File: src/rtl/m72_irq_sched_pkg.sv
// m72_pkg: shared types and constants for the m72 interrupt scheduler.
//   irq_state_t  - interrupt handshake state machine encoding
//   REG_*        - CPU register select codes on ADDR
//   LVL_*        - interrupt level numbers placed in VEC[2:0]
package m72_pkg;

  typedef enum logic [1:0] {
    IDLE    = 2'd0,
    REQ     = 2'd1,
    ACK     = 2'd2,
    SERVICE = 2'd3
  } irq_state_t;

  localparam logic [2:0] REG_RLO   = 3'd0;
  localparam logic [2:0] REG_RHI   = 3'd1;
  localparam logic [2:0] REG_MASK  = 3'd2;
  localparam logic [2:0] REG_VBASE = 3'd3;
  localparam logic [2:0] REG_EOI   = 3'd4;

  localparam logic [2:0] LVL_VBLK  = 3'd0;
  localparam logic [2:0] LVL_HINT  = 3'd1;
  localparam logic [2:0] LVL_SPUR  = 3'd7;

endpackage

File: src/rtl/m72_rise_det.sv
// m72_rise_det: per-bit registered rising-edge detector.
//   CLK_32M  in   system clock
//   RESET_N  in   synchronous active-low reset
//   level    in   W level inputs
//   rise     out  W one-cycle pulses, registered, one per 0->1 transition
module m72_rise_det #(
  parameter int W = 2
) (
  input  logic         CLK_32M,
  input  logic         RESET_N,
  input  logic [W-1:0] level,
  output logic [W-1:0] rise
);

  logic [W-1:0] prev;

  // History is loaded with the live level during reset so that a source
  // already high when reset is released does not look like a new edge.
  always_ff @(posedge CLK_32M) begin
    if (!RESET_N) begin
      prev <= level;
      rise <= '0;
    end else begin
      prev <= level;
      rise <= level & ~prev;
    end
  end

endmodule

File: src/rtl/m72_irq_sched.sv
// m72_irq_sched: interrupt scheduler and raster-IRQ configurator sitting
// between the video timing generator and the V30 bus glue.
//   CLK_32M   in   system clock
//   RESET_N   in   synchronous active-low reset
//   WR/ADDR/DIN in CPU register write (0 rlo, 1 rhi, 2 mask, 3 vbase, 4 EOI)
//   VBLK/HINT in   interrupt source levels from the timing block
//   ISET, ISET_A0, ISET_D out  raster register write stroke to the timing block
//   INTR      out  interrupt request to the CPU
//   INTA      in   interrupt-acknowledge pulse
//   VEC, VEC_VALID out  interrupt vector and its one-cycle strobe
module m72_irq_sched
  import m72_pkg::*;
#(
  parameter logic [7:0] VEC_BASE_RST = 8'h20,
  parameter logic [1:0] MASK_RST     = 2'b11
) (
  input  logic        CLK_32M,
  input  logic        RESET_N,
  input  logic        WR,
  input  logic [2:0]  ADDR,
  input  logic [7:0]  DIN,
  input  logic        VBLK,
  input  logic        HINT,
  output logic        ISET,
  output logic        ISET_A0,
  output logic [15:0] ISET_D,
  output logic        INTR,
  input  logic        INTA,
  output logic [7:0]  VEC,
  output logic        VEC_VALID
);

  irq_state_t state, state_nxt;

  logic [1:0] src_edge;
  logic [1:0] pending;
  logic [1:0] mask;
  logic [4:0] vbase;
  logic       in_service;
  logic [1:0] req;
  logic [1:0] clr;
  logic       take;
  logic [2:0] lvl;
  logic       wr_raster;
  logic       wr_eoi;

  m72_rise_det #(.W(2)) u_rise_det (
    .CLK_32M (CLK_32M),
    .RESET_N (RESET_N),
    .level   ({HINT, VBLK}),
    .rise    (src_edge)
  );

  assign wr_raster = WR && ((ADDR == REG_RLO) || (ADDR == REG_RHI));
  assign wr_eoi    = WR && (ADDR == REG_EOI);

  // The fresh edge is folded into the request so the FSM reacts in the same
  // cycle the edge register fires, keeping edge-to-INTR at two clocks.
  assign req  = (pending | src_edge) & ~mask;
  assign INTR = (state == REQ) && (|req);

  always_comb begin
    state_nxt = state;
    clr       = 2'b00;
    take      = 1'b0;
    lvl       = LVL_SPUR;
    if (req[0])
      lvl = LVL_VBLK;
    else if (req[1])
      lvl = LVL_HINT;
    case (state)
      IDLE:    if ((|req) && !in_service) state_nxt = REQ;
      REQ: begin
        if (req == 2'b00) begin
          state_nxt = IDLE;
        end else if (INTA) begin
          take      = 1'b1;
          clr       = (lvl == LVL_VBLK) ? 2'b01 : 2'b10;
          state_nxt = ACK;
        end
      end
      ACK:     state_nxt = SERVICE;
      SERVICE: if (wr_eoi) state_nxt = IDLE;
      default: state_nxt = IDLE;
    endcase
  end

  // A new edge on a bit being cleared this cycle keeps the bit set.
  always_ff @(posedge CLK_32M) begin
    if (!RESET_N) begin
      state      <= IDLE;
      pending    <= 2'b00;
      in_service <= 1'b0;
      mask       <= MASK_RST;
      vbase      <= VEC_BASE_RST[7:3];
      ISET       <= 1'b0;
      ISET_A0    <= 1'b0;
      ISET_D     <= 16'h0000;
      VEC        <= 8'h00;
      VEC_VALID  <= 1'b0;
    end else begin
      state   <= state_nxt;
      pending <= (pending & ~clr) | src_edge;

      if (take)
        in_service <= 1'b1;
      else if (wr_eoi)
        in_service <= 1'b0;

      if (WR && (ADDR == REG_MASK))
        mask <= DIN[1:0];
      if (WR && (ADDR == REG_VBASE))
        vbase <= DIN[7:3];

      ISET <= wr_raster;
      if (wr_raster) begin
        ISET_A0 <= ADDR[0];
        ISET_D  <= {8'h00, DIN};
      end

      // Any INTA that does not win an arbitration in REQ gets the spurious vector.
      VEC_VALID <= INTA;
      if (INTA)
        VEC <= take ? {vbase, lvl} : {vbase, LVL_SPUR};
    end
  end

endmodule

File: config.mk
export PLATFORM = sky130hd
export DESIGN_NAME = m72_irq_sched
export DESIGN_NICKNAME = d
export VERILOG_FILES = /design/src/rtl/m72_irq_sched_pkg.sv /design/src/rtl/m72_rise_det.sv /design/src/rtl/m72_irq_sched.sv
export SDC_FILE = /design/constraint.sdc
export NUM_CORES = 1
export LEC_CHECK = 0
export CELL_PAD_IN_SITES_DETAIL_PLACEMENT = 0
export CELL_PAD_IN_SITES_GLOBAL_PLACEMENT = 2
export CORE_MARGIN = 5
export CORE_UTILIZATION = 27
export CTS_CLUSTER_DIAMETER = 30
export DETAILED_ROUTE_END_ITERATION = 6
export PLACE_DENSITY_LB_ADDON = 0.1
export SETUP_SLACK_MARGIN = 0.05
export SYNTH_ARGS = -nofsm -noshare
export SYNTH_HDL_FRONTEND = slang
export SYNTH_SLANG_ARGS = --single-unit
File: constraint.sdc
create_clock -name CLK_32M -period 1.35 [get_ports CLK_32M]
set_input_delay 0.27 -clock CLK_32M [delete_from_list [all_inputs] [get_ports CLK_32M]]
set_output_delay 0.27 -clock CLK_32M [all_outputs]
set_load 0.05 [all_outputs]
# Word-level counts from Yosys, hierarchy flattened
# Cells that the tools add are included.
[totals]
regBits = 35
wordCells = 62
[op_classes]
eq_ne = 10
muxes = 17
bitwise_logic = 8
n_reduce_logical = 15
[op_table]
columns = ["op", "count"]
rows = [
  ["$mux 2", 8],
  ["$mux 3", 3],
  ["$pmux 2 s4", 1],
  ["$and 2x2->2", 3],
  ["$eq 3x2->1 const B", 2],
  ["$logic_and 1x1->1", 6],
  ["$logic_not 3->1", 2],
  ["$not 2->2", 3],
  ["$mux 1", 5],
  ["$eq 2x2->1 const B", 2],
  ["$logic_not 2->1", 2],
  ["$ne 2x2->1 const B", 2],
  ["$or 2x2->2", 2],
  ["$eq 3x1->1 const B", 1],
  ["$eq 3x3->1 const B", 1],
  ["$ne 3x2->1 const B", 1],
  ["$reduce_and 3->1", 1],
  ["$eq 2x1->1 const B", 1],
  ["$reduce_bool 2->1", 1],
  ["$reduce_or 2->1", 1],
  ["$logic_not 1->1", 1],
  ["$logic_or 1x1->1", 1],
]

# Depth between registers and ports, before layout
# Gate-level depths: netlist of run 1.
[depth]
depth_word = 12
ltp_mapped = 4
mapped_depth_nobuf = 3

# Cells and area by module
# Synthesis of run 1 repeated with hierarchy kept, for this count alone.
[unflattened]
hier_cells = 127
area_unflattened_um2 = 1343.8
[modules_own_cells]
columns = ["mod", "instances", "cells_per_inst", "area_each_um2", "seq_area_each_um2"]
rows = [
  ["m72_irq_sched", 1, 121, 1246.2, 600.6],
  ["m72_rise_det", 1, 6, 97.6, 80.1],
]

# Worst setup path after synthesis of run 1
# Ideal clock, no wire load.
[synth_timing]
path_type = "register to output"
from = "register mask[1]"
to = "output INTR"
t_arrival_ps = 1655
t_required_ps = 1080
slack_ps = -575
path_stages_with_launch = 4
cell_sequence = "dfxtp_1 o21ba_2 nor2_1 nor3_1"
[synth_via]
elab_chain_len = 4
[synth_rtl]
columns = ["element", "line_no", "source"]
rows = [
  ["from (decl)", "m72_irq_sched.sv:37", "logic [1:0] mask;"],
  ["from (signal assigned)", "m72_irq_sched.sv:111", "mask <= DIN[1:0];"],
  ["$not 2->2", "m72_irq_sched.sv:59", "assign req = (pending | src_edge) & ~mask;"],
  ["$and 2x2->2", "m72_irq_sched.sv:59", ""],
  ["$reduce_or 2->1", "m72_irq_sched.sv:60", "assign INTR = (state == REQ) && (|req);"],
  ["$logic_and 1x1->1", "m72_irq_sched.sv:60", ""],
  ["to (decl)", "m72_irq_sched.sv:27", "output logic INTR,"],
]
# Every way passes these cells.

# Worst setup path after layout of run 1
# Ends and elaborated chain as after synthesis.

==> metrics.csv, run 1 <==
stage;metric;value;unit
drt;first_iter_violations;29;
layout;final_nets;191;
layout;area_growth;56.9;%
floorplanning;die_area;6480;um2
critical_path;path_max_fanout;4;
drt;wl_met3;250;um
drt;drc;0;
floorplanning;die_x;80.5;um
floorplanning;die_y;80.5;um
worst_hold_path;whs_path_depth;1;
sta;finalCritPeriodShare;107;%
pwr;p_int;0.00156;W
pwr;leakage;0.880;nW
pwr;seqPwrFrac;50.2;%
placed_design;place_ws;-263;ps
critical_path;critPathKind;reg2out;
drt;wl;3.09;mm
sta;rsz0062_at_grt;yes;
global_route;grt_max_degree;12;
critical_path;worst-r2r-cell-count;4;
drt;drt-pass1-iter-count;4;
run_status;status;finished with violations;
pwr;switchingPower;0.000562;W
drt;post_drt_wl_per_cell;12.8;um
worst_hold_path;hp-class;reg2reg;
critical_path;cp_top_family;flip-flops;
sta;fin_tns_setup;-100;ps
floorplanning;io_pins;45;
layout;drive_above_1_share;28.2;%
clock_tree;clkTransAtPathRegs;60;ps
yosys;synthCells;127;
global_route;overflow;0;
global_route;grt_pass1_vias;1054;
critical_path;arrival;1180;ps
yosys;synth_warnings;0;
yosys;syn_area;1340;um2
pwr;power.density;1010;nW/um2
floorplanning;coreArea;4790;um2
yosys;synthDistinctLibCells;31;
yosys;synth-main-ff-cell;dfxtp_1;
global_route;grt_pass1_wl;5.09;mm
critical_path;cp-end-kind;output port;
global_route;gr-usage-all-layers;10.6;%
critical_path;path_buf_inv;1;
critical_path;cpPeakStageDelay;320;ps
clock_tree;cts_sinks;34;
critical_path;crit_chain;o21ba_4 > nor2_2 > nor3_4 > buf_12;
layout;diodes;0;
sta;hold_viol;0;
placed_design;io_buffers;36;
pwr;swShare;26.4;%
sta;clock_skew;0.725;ps
pwr;combPwrFrac;17.6;%
sta;max_freq;689;MHz
drt;via_per_inst;4.09;
pwr;clkPwrFrac;32.2;%
floorplanning;initial_core_util;28.0;%
pwr;peakVddDrop;0.465;mV
critical_path;timing.reg2reg.setup_slack;250;ps
sta;slew_viol_final;0;
clock_tree;cts_hold_buf;0;
drt;highest_layer;met4;
clock_tree;cts.root.buffer_cell;clkbuf_8;
clock_tree;clk_path_buf_depth;2;
drt;wl_met1;1.35;mm
yosys;async_reset_ff_share;0;%
clock_tree;cts_tree;yes;
global_route;antenna_found_initial;0;
placed_design;dp_hpwl;2.36;mm
yosys;ys_seq_area_share;50.7;%
sta;setup-violations-final;1;
clock_tree;h-tree-depth;2;
sta;period_needed;1450;ps
critical_path;cpMaxStageDelayCell;dfxtp_2;
floorplanning;rows;25;
run_status;violations;setup timing;
drt;wl_met2;1.44;mm
run;drv_cap;0;
critical_path;start_kind;flip-flop;
clock_tree;clk_latency;280;ps
yosys;avgSynthCellArea;10.6;um2
drt;vias;985;
critical_path;cp.required;1080;ps
yosys;synth_edf_count;0;
placed_design;place_congestion;0.716;
clock_tree;cts_buffers;5;
yosys;synth_seq_cells;34;
sta;finalWorstSetupSlack;-100;ps
drt;drtAntennaViolNets;0;
critical_path;path_depth;4;
[cell usage in the layout (no fill, tap or decap), types with 3 or more instances in the layout]
| cell | Yosys | layout |
|---|---|---|
| buf_4 | 9 | 10 |
| a21oi_1 | 4 | 4 |
| clkdlybuf4s50_1 | 0 | 13 |
| nand2_1 | 5 | 5 |
| conb_1 | 1 | 8 |
| o21ai_0 | 3 | 3 |
| inv_1 | 4 | 4 |
| mux2i_1 | 20 | 20 |
| buf_12 | 0 | 20 |
| dfxtp_1 | 34 | 32 |
| nor2_1 | 21 | 20 |
| clkbuf_8 | 0 | 5 |
[path summary, 6_finish.rpt]
check | from | end
max | mask[1] | INTR
min | u_rise_det.prev[1] | u_rise_det.rise[1]
max reg2reg | pending[0] | VEC[2]
min reg2reg | u_rise_det.prev[1] | u_rise_det.rise[1]
[registers in the layout, indices dropped and copies added (netlist names), named ones only]
signal           flops
VEC                  7
pending              2
u_rise_det.prev      2
vbase                5
ISET                 1
state                1
mask                 2
ISET_A0              1
in_service           1
VEC_VALID            1
u_rise_det.rise      2
ISET_D               8
[area by class of cell]
class                   instances  area [um2]
repair buffers                 47         651
inverters                       4        15.0
well taps                      67        83.8
multi-input cells              82         596
clock buffers                   7        76.3
fillers                       457        2680
flip-flops and latches         34         683
[metrics by stage]
| step | area [um2] | power, W | utilization (%) | hold slack (ps) | std cells |
|---|---|---|---|---|---|
| after global placement | 1990 | 0.00146 | 41.5 | 382 | 232 |
| final | 2100 | 0.00213 | 44.0 | 385 | 241 |
| after global routing | 2100 | 0.00224 | 44.0 | 397 | 241 |
| after floorplan | 1380 | 0.00130 | - | 298 | 134 |
| after detailed placement | 1990 | 0.00146 | 41.5 | 378 | 232 |
| after CTS | 2080 | 0.00216 | 43.4 | 386 | 240 |
[metal layers]
layer,global-route usage (%),up-vias
met5,0,-
met2,15.3,30
met3,5.38,6
met4,5.07,0
met1,13.0,440
li1,-,509
[power by group through the flow]
stage / Clock, W / Combinational [W] / Sequential (W)
after floorplan: 0 / 0.000158 / 0.00114
after global placement: 0 / 0.000372 / 0.00109
after detailed placement: 0 / 0.000374 / 0.00109
after CTS: 0.000719 / 0.000375 / 0.00107
after global routing: 0.000776 / 0.000395 / 0.00107
final: 0.000684 / 0.000375 / 0.00107
[logic make-up after synthesis]
family                 synth area share (%)
multiplexers                           14.9
other                                 0.280
AO/OA/AOI/OAI                          9.70
flip-flops                             50.7
buffers and inverters                  8.95
AND/OR/NAND/NOR                        15.4
[what timing repair did]
action | CTS | global route
endpoints found under the hold margin | 0 | 0
buffers inserted | 1 | 1
pin swaps | 0 | 1
gates resized for setup | 4 | 5
setup endpoints to repair | 6 | 13
[Yosys cell counts (2+ instances only)]
cell type | instances | area [um2]
inv_1 | 4 | 15.0
nand2_1 | 5 | 18.8
mux2i_1 | 20 | 200
nor3b_1 | 2 | 15.0
nor2_1 | 21 | 78.8
dfxtp_1 | 34 | 681
buf_2 | 3 | 15.0
buf_4 | 9 | 67.6
buf_6 | 2 | 22.5
o21ai_0 | 3 | 15.0
a21oi_1 | 4 | 20.0
Power figures use the tool's default switching activity.
==> run 2: changes to the inputs <==
Settings changed: CTS_CLUSTER_DIAMETER 30 to default.
==> results of run 2 <==
Same layout as run 1: the final DEF is identical, and so are final timing and power.
==> run 3: changes to the inputs <==
Settings changed: CAP_MARGIN from default to 20.
==> results of run 3 <==
Same layout as run 1: the final DEF is identical, and so are final timing and power.
